File: src/rtl/twiddle_pkg.sv
// Shared types and elaboration-time helpers for the twiddle-factor generator:
// FSM state encoding, width helpers and the quarter-wave sine table builder.
package twiddle_pkg;

    typedef enum logic [1:0] {
        StIdle,
        StRun,
        StDrain
    } state_e;

    localparam real PI = 3.14159265358979323846;

    // Width of the stage index port for an n-point transform.
    function automatic int stage_w(int n);
        return $clog2($clog2(n));
    endfunction

    // Address width needed to reach all n/4+1 quarter-table entries.
    function automatic int addr_w(int n);
        return $clog2(n / 4 + 1);
    endfunction

    // Q[i] = round(sin(2*pi*i/n) * 2^frac_w); non-negative over the quarter wave.
    function automatic int qsin(int n, int frac_w, int i);
        real x;
        x = $sin(2.0 * PI * real'(i) / real'(n)) * (2.0 ** real'(frac_w));
        return $rtoi(x + 0.5);
    endfunction

endpackage

File: src/rtl/twiddle_qrom.sv
// Quarter-wave sine table with two synchronous read ports sharing one enable.
// No reset, so the table and read registers can map onto ROM/LUT resources.
module twiddle_qrom
    import twiddle_pkg::*;
#(
    parameter int N_POINTS = 64,
    parameter int FRAC_W   = 8,
    parameter int AW       = 5,
    parameter int QW       = 9
) (
    input  logic          clk,
    input  logic          en,
    input  logic [AW-1:0] cos_addr,
    input  logic [AW-1:0] sin_addr,
    output logic [QW-1:0] cos_data,
    output logic [QW-1:0] sin_data
);

    localparam int DEPTH = N_POINTS / 4 + 1;

    logic [QW-1:0] rom [DEPTH];

    for (genvar i = 0; i < DEPTH; i++) begin : g_rom
        assign rom[i] = QW'(qsin(N_POINTS, FRAC_W, i));
    end

    always_ff @(posedge clk) begin
        if (en) begin
            cos_data <= rom[cos_addr];
            sin_data <= rom[sin_addr];
        end
    end

endmodule

File: src/rtl/twiddle_gen.sv
// Streams the twiddle factors of one radix-2 FFT/IFFT stage per start, built from a
// quarter-wave sine table with symmetry logic, through a 3-stage stallable pipeline.
module twiddle_gen
    import twiddle_pkg::*;
#(
    parameter int N_POINTS = 64,
    parameter int DATA_W   = 16,
    parameter int FRAC_W   = 8,
    parameter int LOG2N    = $clog2(N_POINTS)
) (
    input  logic                          clk,
    input  logic                          rst_n,
    input  logic                          start,
    input  logic [stage_w(N_POINTS)-1:0]  stage,
    input  logic                          inverse,
    output logic                          busy,
    output logic [DATA_W-1:0]             tw_re,
    output logic [DATA_W-1:0]             tw_im,
    output logic                          tw_valid,
    input  logic                          tw_ready,
    output logic                          tw_last,
    output logic                          done
);

    localparam int SW = stage_w(N_POINTS);
    localparam int AW = addr_w(N_POINTS);
    localparam int QW = FRAC_W + 1;

    localparam logic [AW-1:0] QA      = AW'(N_POINTS / 4);
    localparam logic [AW-1:0] ONE     = AW'(1);
    localparam logic [SW:0]   NSTAGES = (SW + 1)'(LOG2N);
    localparam logic [SW-1:0] SMAX    = SW'(LOG2N - 1);

    // Reset asserts asynchronously but is released in step with clk.
    logic [1:0] rst_sync_q;
    logic       rst_int;

    always_ff @(posedge clk or negedge rst_n) begin
        if (!rst_n) rst_sync_q <= '0;
        else        rst_sync_q <= {rst_sync_q[0], 1'b1};
    end

    assign rst_int = rst_sync_q[1];

    state_e          state_q, state_d;
    logic            en, hs_last, stage_ok, accept, issue, at_last;
    logic [AW-1:0]   j_q, last_j, k, kp;
    logic [SW-1:0]   stage_q, shamt;
    logic            inv_q;

    assign en       = !tw_valid || tw_ready;
    assign hs_last  = tw_valid && tw_ready && tw_last;
    assign stage_ok = {1'b0, stage} < NSTAGES;
    // For s = LOG2N-1 the shift wraps to zero, giving the all-ones last index.
    assign last_j   = (ONE << stage_q) - ONE;
    assign at_last  = j_q == last_j;
    assign shamt    = SMAX - stage_q;
    assign k        = j_q << shamt;

    always_ff @(posedge clk or negedge rst_int) begin
        if (!rst_int) state_q <= StIdle;
        else          state_q <= state_d;
    end

    always_comb begin
        state_d = state_q;
        unique case (state_q)
            StIdle:  if (start && stage_ok) state_d = StRun;
            StRun:   if (en && at_last)     state_d = StDrain;
            StDrain: if (hs_last)           state_d = StIdle;
            default:                        state_d = StIdle;
        endcase
    end

    always_comb begin
        busy   = 1'b0;
        accept = 1'b0;
        issue  = 1'b0;
        unique case (state_q)
            StIdle:  accept = start && stage_ok;
            StRun: begin
                busy  = 1'b1;
                issue = en;
            end
            StDrain: busy = 1'b1;
            default: busy = 1'b0;
        endcase
    end

    always_ff @(posedge clk or negedge rst_int) begin
        if (!rst_int) begin
            j_q     <= '0;
            stage_q <= '0;
            inv_q   <= 1'b0;
        end else if (accept) begin
            j_q     <= '0;
            stage_q <= stage;
            inv_q   <= inverse;
        end else if (issue) begin
            j_q     <= j_q + ONE;
        end
    end

    // P0: fold k in [0, N/2) onto the quarter table.
    logic [AW-1:0] cos_addr_d, sin_addr_d;
    logic          neg_d;

    always_comb begin
        kp = k - QA;
        if (k <= QA) begin
            cos_addr_d = QA - k;
            sin_addr_d = k;
            neg_d      = 1'b0;
        end else begin
            cos_addr_d = kp;
            sin_addr_d = QA - kp;
            neg_d      = 1'b1;
        end
    end

    logic          p0_valid, p0_last, p0_neg;
    logic [AW-1:0] p0_cos_addr, p0_sin_addr;
    logic          p1_valid, p1_last, p1_neg;

    always_ff @(posedge clk or negedge rst_int) begin
        if (!rst_int) begin
            p0_valid    <= 1'b0;
            p0_last     <= 1'b0;
            p0_neg      <= 1'b0;
            p0_cos_addr <= '0;
            p0_sin_addr <= '0;
            p1_valid    <= 1'b0;
            p1_last     <= 1'b0;
            p1_neg      <= 1'b0;
        end else if (en) begin
            p0_valid    <= issue;
            p0_last     <= issue && at_last;
            p0_neg      <= neg_d;
            p0_cos_addr <= cos_addr_d;
            p0_sin_addr <= sin_addr_d;
            p1_valid    <= p0_valid;
            p1_last     <= p0_last;
            p1_neg      <= p0_neg;
        end
    end

    // P1: registered table read.
    logic [QW-1:0] rom_cos, rom_sin;

    twiddle_qrom #(
        .N_POINTS (N_POINTS),
        .FRAC_W   (FRAC_W),
        .AW       (AW),
        .QW       (QW)
    ) u_qrom (
        .clk      (clk),
        .en       (en),
        .cos_addr (p0_cos_addr),
        .sin_addr (p0_sin_addr),
        .cos_data (rom_cos),
        .sin_data (rom_sin)
    );

    // P2: sign handling; magnitudes never exceed 2^FRAC_W so negation is exact.
    logic [DATA_W-1:0] cos_ext, sin_ext, re_d, im_d;

    assign cos_ext = {{(DATA_W - QW){1'b0}}, rom_cos};
    assign sin_ext = {{(DATA_W - QW){1'b0}}, rom_sin};
    assign re_d    = p1_neg ? -cos_ext : cos_ext;
    assign im_d    = inv_q ? sin_ext : -sin_ext;

    always_ff @(posedge clk or negedge rst_int) begin
        if (!rst_int) begin
            tw_valid <= 1'b0;
            tw_last  <= 1'b0;
            tw_re    <= '0;
            tw_im    <= '0;
            done     <= 1'b0;
        end else begin
            done <= hs_last;
            if (en) begin
                tw_valid <= p1_valid;
                tw_last  <= p1_valid && p1_last;
                if (p1_valid) begin
                    tw_re <= re_d;
                    tw_im <= im_d;
                end
            end
        end
    end

endmodule

File: config.mk
export PLATFORM = sky130hd
export DESIGN_NAME = twiddle_gen
export DESIGN_NICKNAME = d
export VERILOG_FILES = /design/src/rtl/twiddle_pkg.sv /design/src/rtl/twiddle_qrom.sv /design/src/rtl/twiddle_gen.sv
export SDC_FILE = /design/constraint.sdc
export NUM_CORES = 1
export LEC_CHECK = 0
export CAP_MARGIN = 15
export CELL_PAD_IN_SITES_DETAIL_PLACEMENT = 1
export CELL_PAD_IN_SITES_GLOBAL_PLACEMENT = 1
export CORE_MARGIN = 2
export CORE_UTILIZATION = 25
export CTS_CLUSTER_DIAMETER = 100
export DETAILED_ROUTE_END_ITERATION = 12
export PLACE_DENSITY = 0.61
export SKIP_CTS_REPAIR_TIMING = 1
export SYNTH_ARGS = -nofsm -noshare
export SYNTH_HDL_FRONTEND = slang
export SYNTH_HIERARCHICAL = 1
export SYNTH_SLANG_ARGS = --single-unit
File: constraint.sdc
create_clock -name clk -period 2.1 [get_ports clk]
set_input_delay 0.21 -clock clk [delete_from_list [all_inputs] [get_ports clk]]
set_output_delay 0.21 -clock clk [all_outputs]
set_load 0.05 [all_outputs]
==> results of run 1 <==
-- layout by cell type (no fill, tap or decap), types with 8 or more instances in the layout --
master           instances
dfrtp_1                 62
edfxtp_1                18
nand2_1                 61
a21oi_1                 16
clkbuf_16                9
buf_4                   23
nor2_1                  24
xor2_1                  12
o21ai_0                 33
xnor2_1                 14
a211oi_1                10
mux2i_1                  8
ha_1                    22
clkdlybuf4s50_1         42
inv_1                   19
a21o_1                  13
-- through the flow --
step / utilization, % / TNS (ps) / instance area [um2] / setup WS [ps]
6_report: 32.0 / 0 / 5480 / 99.3
5_1_grt: 32.0 / 0 / 5480 / 15.1
4_1_cts: 31.6 / 0 / 5420 / 28.2
3_5_place_dp: 30.0 / 0 / 5130 / 48.7
3_3_place_gp: 30.0 / 0 / 5130 / 123
2_1_floorplan: - / -1.52 / 4390 / -1.52
-- per-layer routing --
metal	up-vias	wire length [um]	part of all wire, %	GRT usage [%]
met3	9	393	4.1	3.55
met1	1521	4590	48	13.7
met4	0	125	1.3	3.65
met5	-	0	0	0
li1	1606	-	-	-
met2	49	4510	47	18.9
-- power breakdown --
part / internal (mW) / switching [mW]
combinational: 0.0158 / 0.0216
clock: 0.848 / 0.675
sequential: 1.60 / 0.00541
-- final cells by class --
class                           instances  area [um2]
Clock buffer                           10         239
Clock inverter                          6        45.0
Fill cell                            1963       11600
Inverter                               23        86.3
Multi-Input combinational cell        306        2090
Sequential cell                        81        2120
Tap cell                              225         282
Timing Repair Buffer                   66         613
-- how the worst min path moves through the flow --
stage                     to     startpoint  slack (ps)
2_1_floorplan  rst_sync_q[0]          rst_n         -90
3_3_place_gp      state_q[1]  rst_sync_q[1]         170
3_5_place_dp          j_q[4]  rst_sync_q[1]         180
4_1_cts        rst_sync_q[0]          rst_n           4
5_1_grt        rst_sync_q[0]          rst_n           3
6_report       rst_sync_q[0]          rst_n          20
-- sequential cells by signal, indices dropped and copies added (netlist names), 2 cells and up --
register	cells
state_q	2
p0_cos_addr	5
tw_im	16
u_qrom/sin_data	9
stage_q	3
u_qrom/cos_data	9
j_q	5
tw_re	16
p0_sin_addr	4
rst_sync_q	2
-- cells by family (layout without fill, tap and decap cells) --
kind of cell | count (synthesis) | after routing | synth area share (%)
other | 1 | 1 | 0.0866
AO/OA/AOI/OAI | 104 | 104 | 15.8
buffers and inverters | 48 | 105 | 4.68
XOR/XNOR | 26 | 26 | 5.26
adder cells (fa/ha/maj) | 24 | 24 | 6.93
flip-flops | 81 | 81 | 48.9
multiplexers | 13 | 13 | 3.12
AND/OR/NAND/NOR | 138 | 138 | 15.3
-- worst register-to-register path, cell delays in order, from the launching register on --
cell and delay [ps]:
dfrtp_1 360, inv_2 70, ha_1 210, or3_4 380, a2111o_1 390, nand3_2 90
a31oi_1 80, mux2_1 310
==> flow_summary_export.csv, run 1 <==
group,metric,value,unit
sta,finalHoldViolCount,0,
sta,relSlewSlack,66.2,%
yosys,yosysTopAreaCell,"dfrtp_1",
sta,fin_crit,2000,ps
critical_path,worstReg2RegStart,"stage_q[2]",
critical_path,cp_cell_sequence,"inv_2 -> ha_1 -> or3_4 -> a2111o_1 -> nand3_2 -> a31oi_1 -> mux2_1",
clocking,cts_buffers,9,
detailed_routing,drtAntennaViolNets,0,
critical_path,ff2ff_path_depth,7,
status,status,"completed",
cells_and_area,drive_gt1_share,13.2,%
detailed_routing,drc_errors,0,
cells_and_area,instances_no_fill,717,
floorplan,ioPinCount,44,
clocking,path_clk_slew,60,ps
sta,period_share,95.3,%
critical_path,crit_fanout,3,
sta,tightestPinTransition,506,ps
clocking,clock_latency,350,ps
placement,placed_cells,698,
detailed_routing,drt-initial-drc-count,70,
critical_path,cp.arrival,2230,ps
critical_path,cpMaxStageDelayCell,"a2111o_1",
run,drv_cap,0,
sta,slew_violations,0,
yosys,yosysMostFrequentCell,"dfrtp_1",
clocking,cts_tree,"yes",
floorplan,initial_core_util,25.3,%
critical_path,rrSetupSlack,100,ps
floorplan,fp.dieH,136,um
sta,clock.fmax,0.500,GHz
sta,rsz0062_at_grt,"false",
yosys,avgSynthCellArea,9.95,um2
critical_path,crit_family,"compound AO/OA/AOI/OAI gates",
cells_and_area,nNetsFinal,519,
pwr,leakage,2.42,nW
yosys,synthCells,435,
clocking,cts_max_path_buffers,2,
clocking,clock_sinks,81,
critical_path,crit_type,"reg -> reg",
sta,finClkSkew,8.02,ps
global_routing,grt_pass1_vias,3266,
detailed_routing,viasPerCell,4.44,
floorplan,core-area,17100,um2
yosys,synth_commonest_cells,"dfrtp_1 (63), nand2_1 (61), o21ai_0 (33)",
critical_path,critPathMaxStageDelay,390,ps
sta,holdWs,16.5,ps
critical_path,path_depth,7,
critical_path,required,2330,ps
yosys,synth-async-reset-ratio,77.8,%
yosys,ys_types,59,
pwr,p_per_area,579,nW/um2
sta,finalSetupViolCount,0,
critical_path,cp-start-kind,"flop",
yosys,ys_ff_latch,81,
clocking,htree_levels,3,
yosys,syn_nets,467,
global_routing,gr-total-overflow,0,
clocking,root_buffer,"clkbuf_16",
yosys,synth_flop_cell,"dfrtp_1",
yosys,synthesis.area,4330,um2
placement,dp_hpwl,7250,um
critical_path,cp_num_buf_inv,1,
floorplan,num_rows,48,
cells_and_area,antennaDiodeCount,0,
detailed_routing,via_count,3185,
detailed_routing,routed_wl,9610,um
global_routing,grt_max_degree,51,
cells_and_area,area_delta_synth_final,26.4,%
placement,place_congestion,0.811,
yosys,synthTopCellsByArea,"dfrtp_1 (36%), edfxtp_1 (12%), ha_1 (6.9%), nand2_1 (5.3%), o21ai_0 (3.8%)",
yosys,yosysWarnings,6,
worst_hold_path,min_path_type,"in -> async",
global_routing,grt_antenna_before_repair,0,
detailed_routing,drtPass1Iterations,4,
critical_path,startpoint,"stage_q[2]",
yosys,synth_top_area_share,36.4,%
floorplan,die_w,136,um
global_routing,track_usage,11.3,%
critical_path,worstSetupEndpointType,"flop",
yosys,synth_edf_count,18,
pwr,vdd_drop_max,0.000360,V
detailed_routing,wl_per_cell,13.4,um
yosys,yosysSeqAreaShare,48.9,%
critical_path,worstSetupEndpoint,"state_q[0]",
floorplan,fp.dieArea,18400,um2
pwr,total_power,3.17,mW
critical_path,r2r_end,"state_q[0]",
global_routing,grt_pass1_wl,16400,um
placement,portBuffers,43,
(Power assumes the default switching activity.)
==> run 2, diff against run 1 <==
CORE_MARGIN = 3   (was 2)
GPL_ROUTABILITY_DRIVEN = 0   (was default)
SKIP_LAST_GASP = 1   (was default)
==> run 2 against run 1 <==
Maximum frequency increased by 0.77%. Wire length down 0.33%. Cell count decreased by 0.84%. Hold slack improved by 11 ps. Sequential cell count unchanged. Combinational power rose by 13%. First-iteration DRC count grew 23%. Sequential share of layout area grew 0.14 points. Worst setup slack better by 15 ps. Via count rose by 0.75%. Critical path depth unchanged. Critical endpoint unchanged.
==> flow_summary_export.csv, run 2 (same netlist as run 1, synthesis figures left out) <==
group,metric,value,unit
status,status,"completed",
clocking,cts_buffers,9,
cells_and_area,nNetsFinal,518,
pwr,pwr-share-seq,49.7,%
detailed_routing,drtAntennaViolNets,0,
critical_path,cp.arrival,2210,ps
cells_and_area,drive_gt1_share,12.4,%
critical_path,crit_fanout,3,
cells_and_area,n_fill_cell,1904,
critical_path,required,2320,ps
sta,finClkSkew,6.52,ps
critical_path,worstReg2RegStart,"stage_q[2]",
clocking,clock_latency,340,ps
clocking,cts_max_path_buffers,2,
placement,dp_hpwl,7140,um
floorplan,ioPinCount,44,
sta,tightestPinTransition,505,ps
detailed_routing,drtPass1Iterations,4,
critical_path,r2r_end,"state_q[0]",
placement,portBuffers,43,
detailed_routing,drt-initial-drc-count,86,
cells_and_area,top_regs,"tw_im x16, tw_re x16",
pwr,power.switching,0.691,mW
pwr,total_power,3.23,mW
floorplan,core-area,16800,um2
cells_and_area,seqCellArea,2120,um2
critical_path,ff2ff_path_depth,7,
critical_path,cpMaxStageDelayCell,"or3_4",
global_routing,track_usage,10.8,%
pwr,vdd_drop_max,0.000478,V
sta,clock.fmax,0.504,GHz
floorplan,fp.dieH,138,um
global_routing,grt_pass1_vias,3306,
pwr,leakage,2.43,nW
global_routing,grt_antenna_before_repair,0,
sta,fin_crit,1990,ps
floorplan,fp.dieArea,18900,um2
clocking,clock_sinks,81,
detailed_routing,via_count,3209,
detailed_routing,viasPerCell,4.51,
critical_path,worstSetupEndpointType,"flop",
run,drv_cap,0,
critical_path,crit_type,"reg -> reg",
floorplan,initial_core_util,25.8,%
pwr,p_per_area,593,nW/um2
sta,finalHoldViolCount,0,
pwr,p_comb_share,1.3,%
cells_and_area,multiInputGateArea,2060,um2
sta,rsz0062_at_grt,"false",
cells_and_area,final_common_cell,"dfrtp_1",
sta,slew_violations,0,
pwr,clkPwrFrac,49.0,%
cells_and_area,area_delta_synth_final,26.0,%
cells_and_area,antennaDiodeCount,0,
detailed_routing,wl_per_cell,13.5,um
sta,relSlewSlack,66.2,%
sta,finalSetupViolCount,0,
critical_path,cp_cell_sequence,"inv_2 -> ha_1 -> or3_4 -> a2111o_1 -> nand3_2 -> a31oi_1 -> mux2_1",
detailed_routing,routed_wl,9580,um
clocking,path_clk_slew,60,ps
global_routing,grt_max_degree,62,
sta,period_share,94.5,%
floorplan,num_rows,47,
pwr,swShare,21.4,%
cells_and_area,utilization,32.5,%
detailed_routing,drc_errors,0,
floorplan,die_w,138,um
clocking,cts_tree,"yes",
critical_path,cp-start-kind,"flop",
worst_hold_path,min_path_type,"in -> async",
sta,holdWs,27.3,ps
critical_path,critPathMaxStageDelay,380,ps
clocking,root_buffer,"clkbuf_16",
critical_path,rrSetupSlack,110,ps
global_routing,gr-total-overflow,0,
clocking,htree_levels,3,
pwr,p_int,2.54,mW
cells_and_area,final_cell_mix,"dfrtp_1 (62), nand2_1 (61), clkdlybuf4s50_1 (42), o21ai_0 (33), nor2_1 (24)",
global_routing,grt_pass1_wl,16300,um
run 2: cell count changes in the layout (fill, tap and decap cells not counted), sizes merged:
cell	previous run	this run
buf	24	23
inv	29	26
clkbuf	10	11
clkinv	0	2
run 2: critical path, delay by kind of cell (launching register included):
family,cells,cell delay (ps)
simple gates,2,470
compound gates,2,460
flops,1,360
mux,1,310
fa+ha+maj,1,200
buf+inv,1,60
run 2: area by class of cell:
| cell class | count | area share [%] |
|---|---|---|
| Tap cell | 220 | 5.05 |
| Sequential cell | 81 | 38.8 |
| Clock buffer | 11 | 4.84 |
| Inverter | 23 | 1.58 |
| Multi-Input combinational cell | 306 | 37.8 |
| Clock inverter | 5 | 0.780 |
| Timing Repair Buffer | 65 | 11.1 |
run 2: power by group through the flow:
| stage | logic [mW] | registers [mW] | clock network (mW) |
|---|---|---|---|
| 3_5_place_dp | 0.0451 | 1.64 | 0 |
| 2_1_floorplan | 0.00126 | 1.65 | 0 |
| 4_1_cts | 0.0452 | 1.61 | 1.65 |
| 6_report | 0.0424 | 1.61 | 1.59 |
| 5_1_grt | 0.0490 | 1.60 | 1.73 |
| 3_3_place_gp | 0.0441 | 1.64 | 0 |
run 2: stage by stage:
step / setup WS [ps] / cell area (um2) / cells / TNS [ps]
2_1_floorplan: -1.52 / 4390 / 435 / -1.52
4_1_cts: 23.3 / 5440 / 710 / 0
6_report: 115 / 5460 / 711 / 0
3_5_place_dp: 56.5 / 5130 / 694 / 0
5_1_grt: 12.8 / 5460 / 711 / 0
3_3_place_gp: 126 / 5130 / 694 / 0
run 2: worst max-delay path by stage:
stage | start | end | slack [ps] | depth (start not counted)
finish | stage_q[2] | state_q[0] | 110 | 7
global route | stage_q[1] | p0_cos_addr[3] | 10 | 10
CTS | stage_q[2] | p0_cos_addr[1] | 20 | 10
detailed placement | stage_q[2] | p0_cos_addr[1] | 60 | 10
global placement | stage_q[2] | state_q[0] | 130 | 7
floorplan | stage_q[1] | p0_cos_addr[3] | -2 | 12
run 2: routing by layer:
layer	GRT usage [%]	vias up	share of wire [%]
met2	18.0	61	47
met5	0	-	0
met1	13.3	1527	48
met3	3.10	9	4.4
li1	-	1612	-
met4	3.66	0	1.1
==> run 3, diff against run 2 <==
GPL_TIMING_DRIVEN = 0   (was default)
PLACE_DENSITY = default   (was 0.61)
PLACE_DENSITY_LB_ADDON = 0.1   (was default)
==> run 3 against run 2 <==
The flow now finishes with violations (negative setup slack). Maximum frequency down 6.0%. First-iteration DRC count increased by 20%. Die area did not move. Design area is 1.2% higher. Sequential power about the same. Cell count increased by 1.5%.
==> flow_summary_export.csv, run 3 (same netlist as run 1, synthesis figures left out) <==
group,metric,value,unit
clocking,cts_buffers,9,
critical_path,critPathMaxStageDelay,430,ps
placement,preCtsSetupSlack,-326,ps
cells_and_area,drive_gt1_share,14.3,%
status,violations,"negative setup slack",
detailed_routing,drt-initial-drc-count,103,
clocking,clock_sinks,81,
run,drv_cap,0,
critical_path,cp.arrival,2340,ps
global_routing,gr-total-overflow,0,
floorplan,core-area,16800,um2
pwr,vdd_drop_max,0.000356,V
critical_path,crit_family,"simple AND/OR/NAND/NOR gates",
cells_and_area,final_cell_mix,"nand2_1 (61), dfrtp_1 (59), clkdlybuf4s50_1 (42), o21ai_0 (32), nor2_1 (24)",
clocking,htree_levels,3,
sta,timing.final.ws_setup,-12.1,ps
worst_hold_path,min_path_type,"in -> async",
cells_and_area,top_regs,"tw_im x16, tw_re x16",
global_routing,grt_pass1_wl,16900,um
critical_path,rrSetupSlack,-10,ps
global_routing,grt_max_degree,62,
critical_path,crit_type,"reg -> reg",
cells_and_area,antennaDiodeCount,0,
critical_path,cp-start-kind,"flop",
cells_and_area,area_delta_synth_final,27.5,%
floorplan,ioPinCount,44,
floorplan,fp.dieH,138,um
global_routing,grt_pass1_vias,3315,
cells_and_area,utilization,33.0,%
sta,slew_violations,0,
detailed_routing,viasPerCell,4.58,
detailed_routing,drtPass1Iterations,4,
pwr,total_power,3.19,mW
pwr,p_per_area,577,nW/um2
sta,relSlewSlack,35.0,%
clocking,cts_max_path_buffers,2,
sta,rsz0062_at_grt,"true",
detailed_routing,via_count,3309,
detailed_routing,routed_wl,10400,um
clocking,cts_tree,"yes",
detailed_routing,wl_per_cell,14.3,um
cells_and_area,nNetsFinal,529,
critical_path,path_depth,7,
sta,finalSetupViolCount,2,
placement,portBuffers,43,
sta,finalHoldViolCount,0,
status,status,"finished, violations left",
placement,placed_cells,698,
cells_and_area,instances_no_fill,722,
floorplan,fp.dieArea,18900,um2
critical_path,startpoint,"stage_q[1]",
global_routing,track_usage,11.4,%
detailed_routing,drc_errors,0,
clocking,path_clk_slew,70,ps
floorplan,die_w,138,um
critical_path,cp_num_buf_inv,1,
critical_path,required,2330,ps
critical_path,ff2ff_path_depth,7,
pwr,leakage,2.43,nW
critical_path,crit_fanout,3,
critical_path,cp_cell_sequence,"buf_4 -> ha_1 -> or3_4 -> a2111o_1 -> nand3_2 -> a31oi_1 -> mux2_1",
global_routing,grt_antenna_before_repair,0,
sta,finClkSkew,5.10,ps
clocking,root_buffer,"clkbuf_16",
critical_path,cpMaxStageDelayCell,"dfrtp_2",
critical_path,r2r_end,"state_q[0]",
sta,fin_crit,2110,ps
sta,clock.fmax,0.473,GHz
critical_path,worstSetupEndpointType,"flop",
placement,dp_hpwl,7630,um
detailed_routing,drtAntennaViolNets,0,
sta,tightestPinTransition,965,ps
clocking,clock_latency,340,ps
sta,fin_setup_tns,-14.8,ps
floorplan,num_rows,47,
sta,period_share,101,%
cells_and_area,final_common_cell,"nand2_1",
critical_path,worstReg2RegStart,"stage_q[1]",
floorplan,initial_core_util,25.8,%
## run 3: cell count changes in the layout (fill, tap and decap cells not counted), moves of 2 or more
cell | previous run | this run
buf_2 | 0 | 4
o21ai_2 | 0 | 2
clkinv_4 | 1 | 3
dfrtp_1 | 62 | 59
dfrtp_2 | 1 | 3
buf_6 | 0 | 3
inv_4 | 0 | 2
clkbuf_2 | 0 | 7
buf_4 | 22 | 11
clkbuf_1 | 0 | 7
## run 3: metal layers
metal  share of wire [%]  up-vias  global-route usage, %
met4                 1.3        0                   3.49
li1                    -     1632                      -
met2                  49       46                   19.4
met1                  46     1619                   14.0
met5                   0        -                      0
met3                 3.7       12                   3.14
## run 3: per-stage QoR
step | hold WS (ps) | instance area, um2
final | 21.4 | 5520
after global routing | 9.83 | 5520
after CTS | 7.11 | 5390
after detailed placement | 342 | 5100
after global placement | 337 | 5100
after floorplan | -85.6 | 4390
## run 3: final cells by class
cell class                 count  area [um2]
tap                          220         275
clock buffer                  10         239
sequential                    81        2120
buffer                        23         123
timing repair buffer          53         512
inverter                      23        91.3
fill                        1917       11200
multi-input combinational    306        2110
clock inverter                 6        50.0
## run 3: how the worst max path moves through the flow
| stage | end | slack (ps) |
|---|---|---|
| final | state_q[0] | -10 |
| after global routing | p0_cos_addr[3] | -90 |
| after CTS | p0_cos_addr[1] | -380 |
| after detailed placement | p0_cos_addr[1] | -330 |
| after global placement | tw_im[5] | -830 |
| after floorplan | p0_cos_addr[3] | -2 |
## run 3: worst reg2reg max path, stage by stage (launching register included)
cell,delay (ps)
dfrtp_2,430
buf_4,140
ha_1,180
or3_4,380
a2111o_1,380
nand3_2,90
a31oi_1,90
mux2_1,320
## run 3: power breakdown
part | switching (mW) | internal (mW)
clock network | 0.695 | 0.850
registers | 0.0233 | 1.60
logic | 0.00333 | 0.0120
total | 0.721 | 2.47
